### config.mk
export PLATFORM = sky130hd
export DESIGN_NAME = ysyx_22041071_if_axi_master
export DESIGN_NICKNAME = d
export VERILOG_FILES = /design/src/rtl/ysyx_22041071_if_axi_master.sv
export SDC_FILE = /design/constraint.sdc
export NUM_CORES = 1
export LEC_CHECK = 0
export BUFFER_PORTS_ARGS = -buffer_cell sky130_fd_sc_hd__buf_4
export CORE_AREA = 2 2 133 135
export CTS_CLUSTER_SIZE = 14
export DETAILED_ROUTE_END_ITERATION = 12
export DIE_AREA = 0 0 135 137
export PLACE_DENSITY = 0.76
export SLEW_MARGIN = 40
export SYNTH_ARGS = -nofsm -noshare
export SYNTH_HDL_FRONTEND = slang
export SYNTH_SLANG_ARGS = --single-unit
### constraint.sdc
create_clock -name clk -period 2.14 [get_ports clk]
set_input_delay 0 -clock clk [delete_from_list [all_inputs] [get_ports clk]]
set_output_delay 0 -clock clk [all_outputs]
set_load 0.02 [all_outputs]
### src/rtl/ysyx_22041071_if_axi_master.sv
// Instruction-fetch AXI read master: one outstanding single-beat fetch per request.
// Optional macro YSYX_22041071_IF_ALIGN_CHECK_EN rejects PCs with pc[1:0]!=0 locally, without an AXI access.
module ysyx_22041071_if_axi_master #(
  parameter logic [2:0] AXI_SIZE  = 3'b011,
  parameter logic [1:0] AXI_BURST = 2'b01
) (
  input  logic        clk,
  input  logic        reset,

  input  logic        req_valid,
  input  logic [63:0] req_pc,
  output logic        req_ready,
  input  logic        flush,

  output logic        axi_ar_valid,
  input  logic        axi_ar_ready,
  output logic [63:0] axi_ar_addr,
  output logic [7:0]  axi_ar_len,
  output logic [2:0]  axi_ar_size,
  output logic [1:0]  axi_ar_burst,

  input  logic        axi_r_valid,
  output logic        axi_r_ready,
  input  logic [63:0] axi_r_data,
  input  logic [1:0]  axi_r_resp,

  output logic        cpu_r_valid,
  output logic [63:0] cpu_r_data,
  output logic [63:0] cpu_r_addr,
  output logic [1:0]  cpu_resp,
  input  logic        ready2
);

  typedef enum logic [1:0] {
    IDLE = 2'd0,
    AR   = 2'd1,
    R    = 2'd2,
    RSP  = 2'd3
  } state_t;

  state_t      state_q, state_d;
  logic        drop_q, drop_d;
  logic [63:0] pc_q, pc_d;
  logic [63:0] data_q, data_d;
  logic [1:0]  resp_q, resp_d;

  logic        req_fire;
  logic        misaligned;

  assign req_fire = req_valid && (state_q == IDLE);

`ifdef YSYX_22041071_IF_ALIGN_CHECK_EN
  assign misaligned = (req_pc[1:0] != 2'b00);
`else
  assign misaligned = 1'b0;
`endif

  always_ff @(posedge clk or negedge reset) begin
    if (!reset) begin
      state_q <= IDLE;
      drop_q  <= 1'b0;
      pc_q    <= 64'd0;
      data_q  <= 64'd0;
      resp_q  <= 2'b00;
    end else begin
      state_q <= state_d;
      drop_q  <= drop_d;
      pc_q    <= pc_d;
      data_q  <= data_d;
      resp_q  <= resp_d;
    end
  end

  // A flushed fetch must still finish its AXI handshakes, so drop only suppresses forwarding.
  always_comb begin
    state_d = state_q;
    drop_d  = drop_q;
    pc_d    = pc_q;
    data_d  = data_q;
    resp_d  = resp_q;
    unique case (state_q)
      IDLE: begin
        drop_d = 1'b0;
        if (req_fire) begin
          pc_d = req_pc;
          if (misaligned) begin
            data_d  = 64'd0;
            resp_d  = 2'b10;
            state_d = RSP;
          end else begin
            state_d = AR;
          end
        end
      end
      AR: begin
        if (flush) drop_d = 1'b1;
        if (axi_ar_ready) state_d = R;
      end
      R: begin
        if (flush) drop_d = 1'b1;
        if (axi_r_valid) begin
          if (drop_q || flush) begin
            drop_d  = 1'b0;
            state_d = IDLE;
          end else begin
            data_d  = axi_r_data;
            resp_d  = axi_r_resp;
            state_d = RSP;
          end
        end
      end
      RSP: begin
        if (flush || ready2) state_d = IDLE;
      end
      default: state_d = IDLE;
    endcase
  end

  always_comb begin
    req_ready    = (state_q == IDLE);
    axi_ar_valid = (state_q == AR);
    axi_r_ready  = (state_q == R);
    cpu_r_valid  = (state_q == RSP);
  end

  assign axi_ar_addr  = {pc_q[63:3], 3'b000};
  assign axi_ar_len   = 8'd0;
  assign axi_ar_size  = AXI_SIZE;
  assign axi_ar_burst = AXI_BURST;

  assign cpu_r_data = data_q;
  assign cpu_r_addr = pc_q;
  assign cpu_resp   = resp_q;

endmodule

# After elaboration in Yosys (flattened, before gate mapping)
# Index checks and enable logic that the tools add are counted.
[totals] in_bits=137 ff_bits=133 word_cells=31
[op_classes] mux=10 n_reduce_logical=8 n_bitwise=1 eq_ne=7
[ops] cell="$mux W2" count=5
[ops] cell="$pmux W2 S4" count=1
[ops] cell="$ne A2 B1 Y1 const B" count=3
[ops] cell="$eq A2 B2 Y1 const B" count=2
[ops] cell="$reduce_and A4 Y1" count=1
[ops] cell="$mux W1" count=3
[ops] cell="$pmux W1 S3" count=1
[ops] cell="$reduce_and A3 Y1" count=1
[ops] cell="$reduce_bool A3 Y1" count=1
[ops] cell="$eq A2 B1 Y1 const B" count=1
[ops] cell="$logic_not A2 Y1" count=1
[ops] cell="$logic_or A1 B1 Y1" count=2
[ops] cell="$ne A2 B2 Y1 const B" count=1
[ops] cell="$reduce_and A2 Y1" count=1
[ops] cell="$logic_and A1 B1 Y1" count=1
[ops] cell="$not A1 Y1" count=1

# Logic depth before layout (Yosys ltp)
[logic_depth] depth_word=4 mapped_depth=6 mapped_depth_nobuf=6

# Worst setup path after synthesis
# OpenSTA, ideal clock, no wires.
[synth_timing] kind="reg2reg" from="register state_q[0]" to="register data_q[23] (netlist: cpu_r_data[23])" stages_incl_launch_ff=7 n_path_buf=2 path_slack_ns=0.371 t_arrival_ns=1.644 required_time_ns=2.015 synth_period_minus_slack_ns=1.769 cell_sequence="dfrtp_1 inv_1 ha_1 and3_4 buf_6 buf_12 mux2_4"
[synth_between] elab_chain_cells=2
[synth_lines] item="start, declared" line="41" source="state_t state_q, state_d;"
[synth_lines] item="start signal, assigned" line="66" source="state_q <= state_d;"
[synth_lines] item="$eq A2 B2 Y1"
[synth_lines] item="net axi_r_ready" line="23" source="output logic axi_r_ready,"
[synth_lines] item="$reduce_and A3 Y1 (no source line)"
[synth_lines] item="end signal, assigned" line="69" source="data_q <= data_d;"
[synth_lines] item="end, declared" line="44" source="logic [63:0] data_q, data_d;"
# The timed path passes the listed nets, and every way through them passes these cells.
# A chain may end at the register's enable or synchronous reset.

# Worst setup path after layout
[layout_timing] from="register state_q[0]" to="register data_q[30] (netlist: cpu_r_data[30])"
[layout_between] elab_chain_cells=2
[layout_lines] item="$eq A2 B2 Y1" line="81" source="unique case (state_q)"
[layout_lines] item="$reduce_and A3 Y1 (no source line)"
# Every way passes these cells.

==> metrics <==
Crit Path Category=reg2reg; share of cells above drive strength 1=between 60 and 70%; final hold violation count=0; mean post-synth cell area=between 15 and 20 um2; Layout Skew=slightly above 0.006 ns; vias in the first global route=roughly 4700; Slew Viols, Final=0; outcome=completed; Final period util=86.9%; CTS buffer count=17; min cycle time layout=approximately 1.9 ns; startpoint class of the critical path=register; TritonCTS clock tree=done; Cell Rows=48; Yosys warnings=0; initial drt markers=around 150; Vias=between 4000 and 5000; first-pass detailed-route iteration total=4; WP data required=2.42 ns; Max Root-Sink Buffers=2; Max Freq=around 540 MHz; H-Tree Depth=4; Sink Count=between 100 and 150; endpoints failing setup=0; post-synth top area cell=dfrtp_1; Setup Buffers After CTS=0; initial antenna violation count=0; Final Core Density=58.8%; cts repair resizes=0; synthesized area=5870 um2; clock power share=18.5%; Power Internal=9.74 mW; number of synthesized register bits=roughly 130; post-synth cell types=20; drt wl/cell=16.1 um; Die Ht=137 um; leakage power=around 4.9 nW; worst hold path class=in2reg; Final ANT Viol Nets=0; pwr/cell area=about 1600 nW/um2; clk_lat worst skew=0.40 ns; synth top area cells=dfrtp_1, mux2_2, mux2_4; global route overflow=0; # IOs=348; Placer Congestion=roughly 0.8; Synth top area share=56.7%; maxcap violations=0; switching share of power=39.0%; CP max FO=19; CP arrival=roughly 2.1 ns; RSZ-0062 raised after global routing=false; PortBufs=331; Peak VDD IR=0.883 mV; largest net degree at the start of global routing=65; die area=between 15000 and 20000 um2; # fillers=approximately 1300; Cells after Synth=between 300 and 400; Area growth, synth to finish=71.0%; part of the power in registers=between 30% and 40%; first-pass GRT wire length=~25000 um; core footprint=between 15000 and 20000 um2; diode count=0; Final #Nets=roughly 940; P_sw=6.22 mW; Final Hold Slack=0.0192 ns; DP HPWL=10700 um; Clock transition at path regs=~0.060 ns; Tot GR Track Use=17.4%; detailed-route wire length=roughly 17000 um; Die Wd=~140 um; CTS root buf=clkbuf_16; via/cell ratio=around 4.3; Worst Setup End Kind=register; DRC errors left=0; register area share after synthesis=between 50% and 60%; Setup TNS Final=0 ns; Comb pwr share=51.4%; Initial Util=approximately 34%
==> final timing paths <==
path,from,to,slack [ns],depth (start not counted)
worst min register to register,cpu_r_data[11],cpu_r_data[11],0.51,1
worst max register to register,state_q[0],cpu_r_data[30],0.28,5
min in group asynchronous,reset,cpu_r_data[52],0.09,2
worst max-delay path,state_q[0],cpu_r_data[30],0.28,5
max in group asynchronous,reset,cpu_r_addr[6],1.44,3
worst min-delay path,axi_r_valid,drop_q,0.02,4
==> metal layers <==
metal | global-route usage (%) | routed length (um)
met1 | 18.7 | 6070
met4 | 8.56 | 550
met5 | 0 | 0
met2 | 31.1 | 8890
met3 | 5.15 | 1170
==> cells by family after synthesis <==
logic type,synth area share [%]
AO/OA/AOI/OAI,1.09
adder cells (fa/ha/maj),1.28
buffers and inverters,12.4
flip-flops,56.7
multiplexers,27.5
other,0.128
AND/OR/NAND/NOR,0.832
==> critical path, cell delays in order (launching register included) <==
cell and delay (ns):
dfrtp_1 0.44, inv_1 0.13, ha_1 0.19, and3_4 0.40, buf_12 0.24, mux2_4 0.31
==> state kept, by name, summed over array words and instances, names as in the netlist <==
name / flops
cpu_r_data: 64
cpu_resp: 2
drop_q: 1
cpu_r_addr: 64
state_q: 2
==> synthesized netlist by cell type <==
| library cell | n |
|---|---|
| a2111oi_4 | 1 |
| a21oi_1 | 5 |
| a31oi_1 | 1 |
| and3_4 | 1 |
| buf_12 | 4 |
| buf_2 | 6 |
| buf_4 | 79 |
| buf_6 | 1 |
| conb_1 | 2 |
| dfrtp_1 | 133 |
| ha_1 | 6 |
| inv_1 | 4 |
| mux2_2 | 90 |
| mux2_4 | 40 |
| nand2_1 | 2 |
| nor2_1 | 1 |
| nor2_2 | 1 |
| nor2b_1 | 2 |
| nor3b_1 | 1 |
| o21ai_0 | 1 |
==> what timing repair did <==
action / CTS / global route
hold buffers: 132 / 0
endpoints found under the setup margin: 0 / 0
hold endpoints to repair: 266 / 0
==> placed cells by master (no fill, tap or decap), drive strengths merged <==
cell         synthesis  layout
conb                 2      16
dfrtp              133     133
dlygate4sd3          0     132
nand2                2       2
o21ai                1       1
clkinv               0       7
inv                  4       7
a31oi                1       1
a2111oi              1       1
a21oi                5       5
clkinvlp             0       2
nor3b                1       1
and3                 1       1
nor2b                2       2
clkbuf               0      17
nor2                 2       2
buf                 90     340
mux2               130     130
ha                   6       6
bufinv               0       3
==> layout make-up <==
class                   instances  area (um2)  share of cell area (%)
repair buffers                472        3940                    39.3
inverters                       4        15.0                   0.150
well taps                     225         282                    2.81
clock inverters                15         178                    1.77
flip-flops and latches        133        3330                    33.2
multi-input cells             168        1860                    18.6
clock buffers                  17         425                    4.24
==> power by group through the flow <==
stage / clock network, mW / logic (mW) / registers [mW]
after floorplan: 0 / 3.70 / 6.12
after global placement: 0 / 7.85 / 4.76
after detailed placement: 0 / 7.97 / 4.77
after CTS: 3.04 / 8.17 / 4.77
after global routing: 3.16 / 8.61 / 4.99
final: 2.96 / 8.20 / 4.80
==> through the flow <==
stage          setup slack, ns  area (um2)  cells  power (mW)
3_5_place_dp             0.284        8110    870        12.7
2_1_floorplan            0.371        5920    395        9.82
4_1_cts                  0.278       10000   1034        16.0
3_3_place_gp             0.330        8110    870        12.6
6_report                 0.281       10000   1034        16.0
5_1_grt                  0.164       10000   1034        16.8
Note: power is estimated with default switching activity, not from simulation.
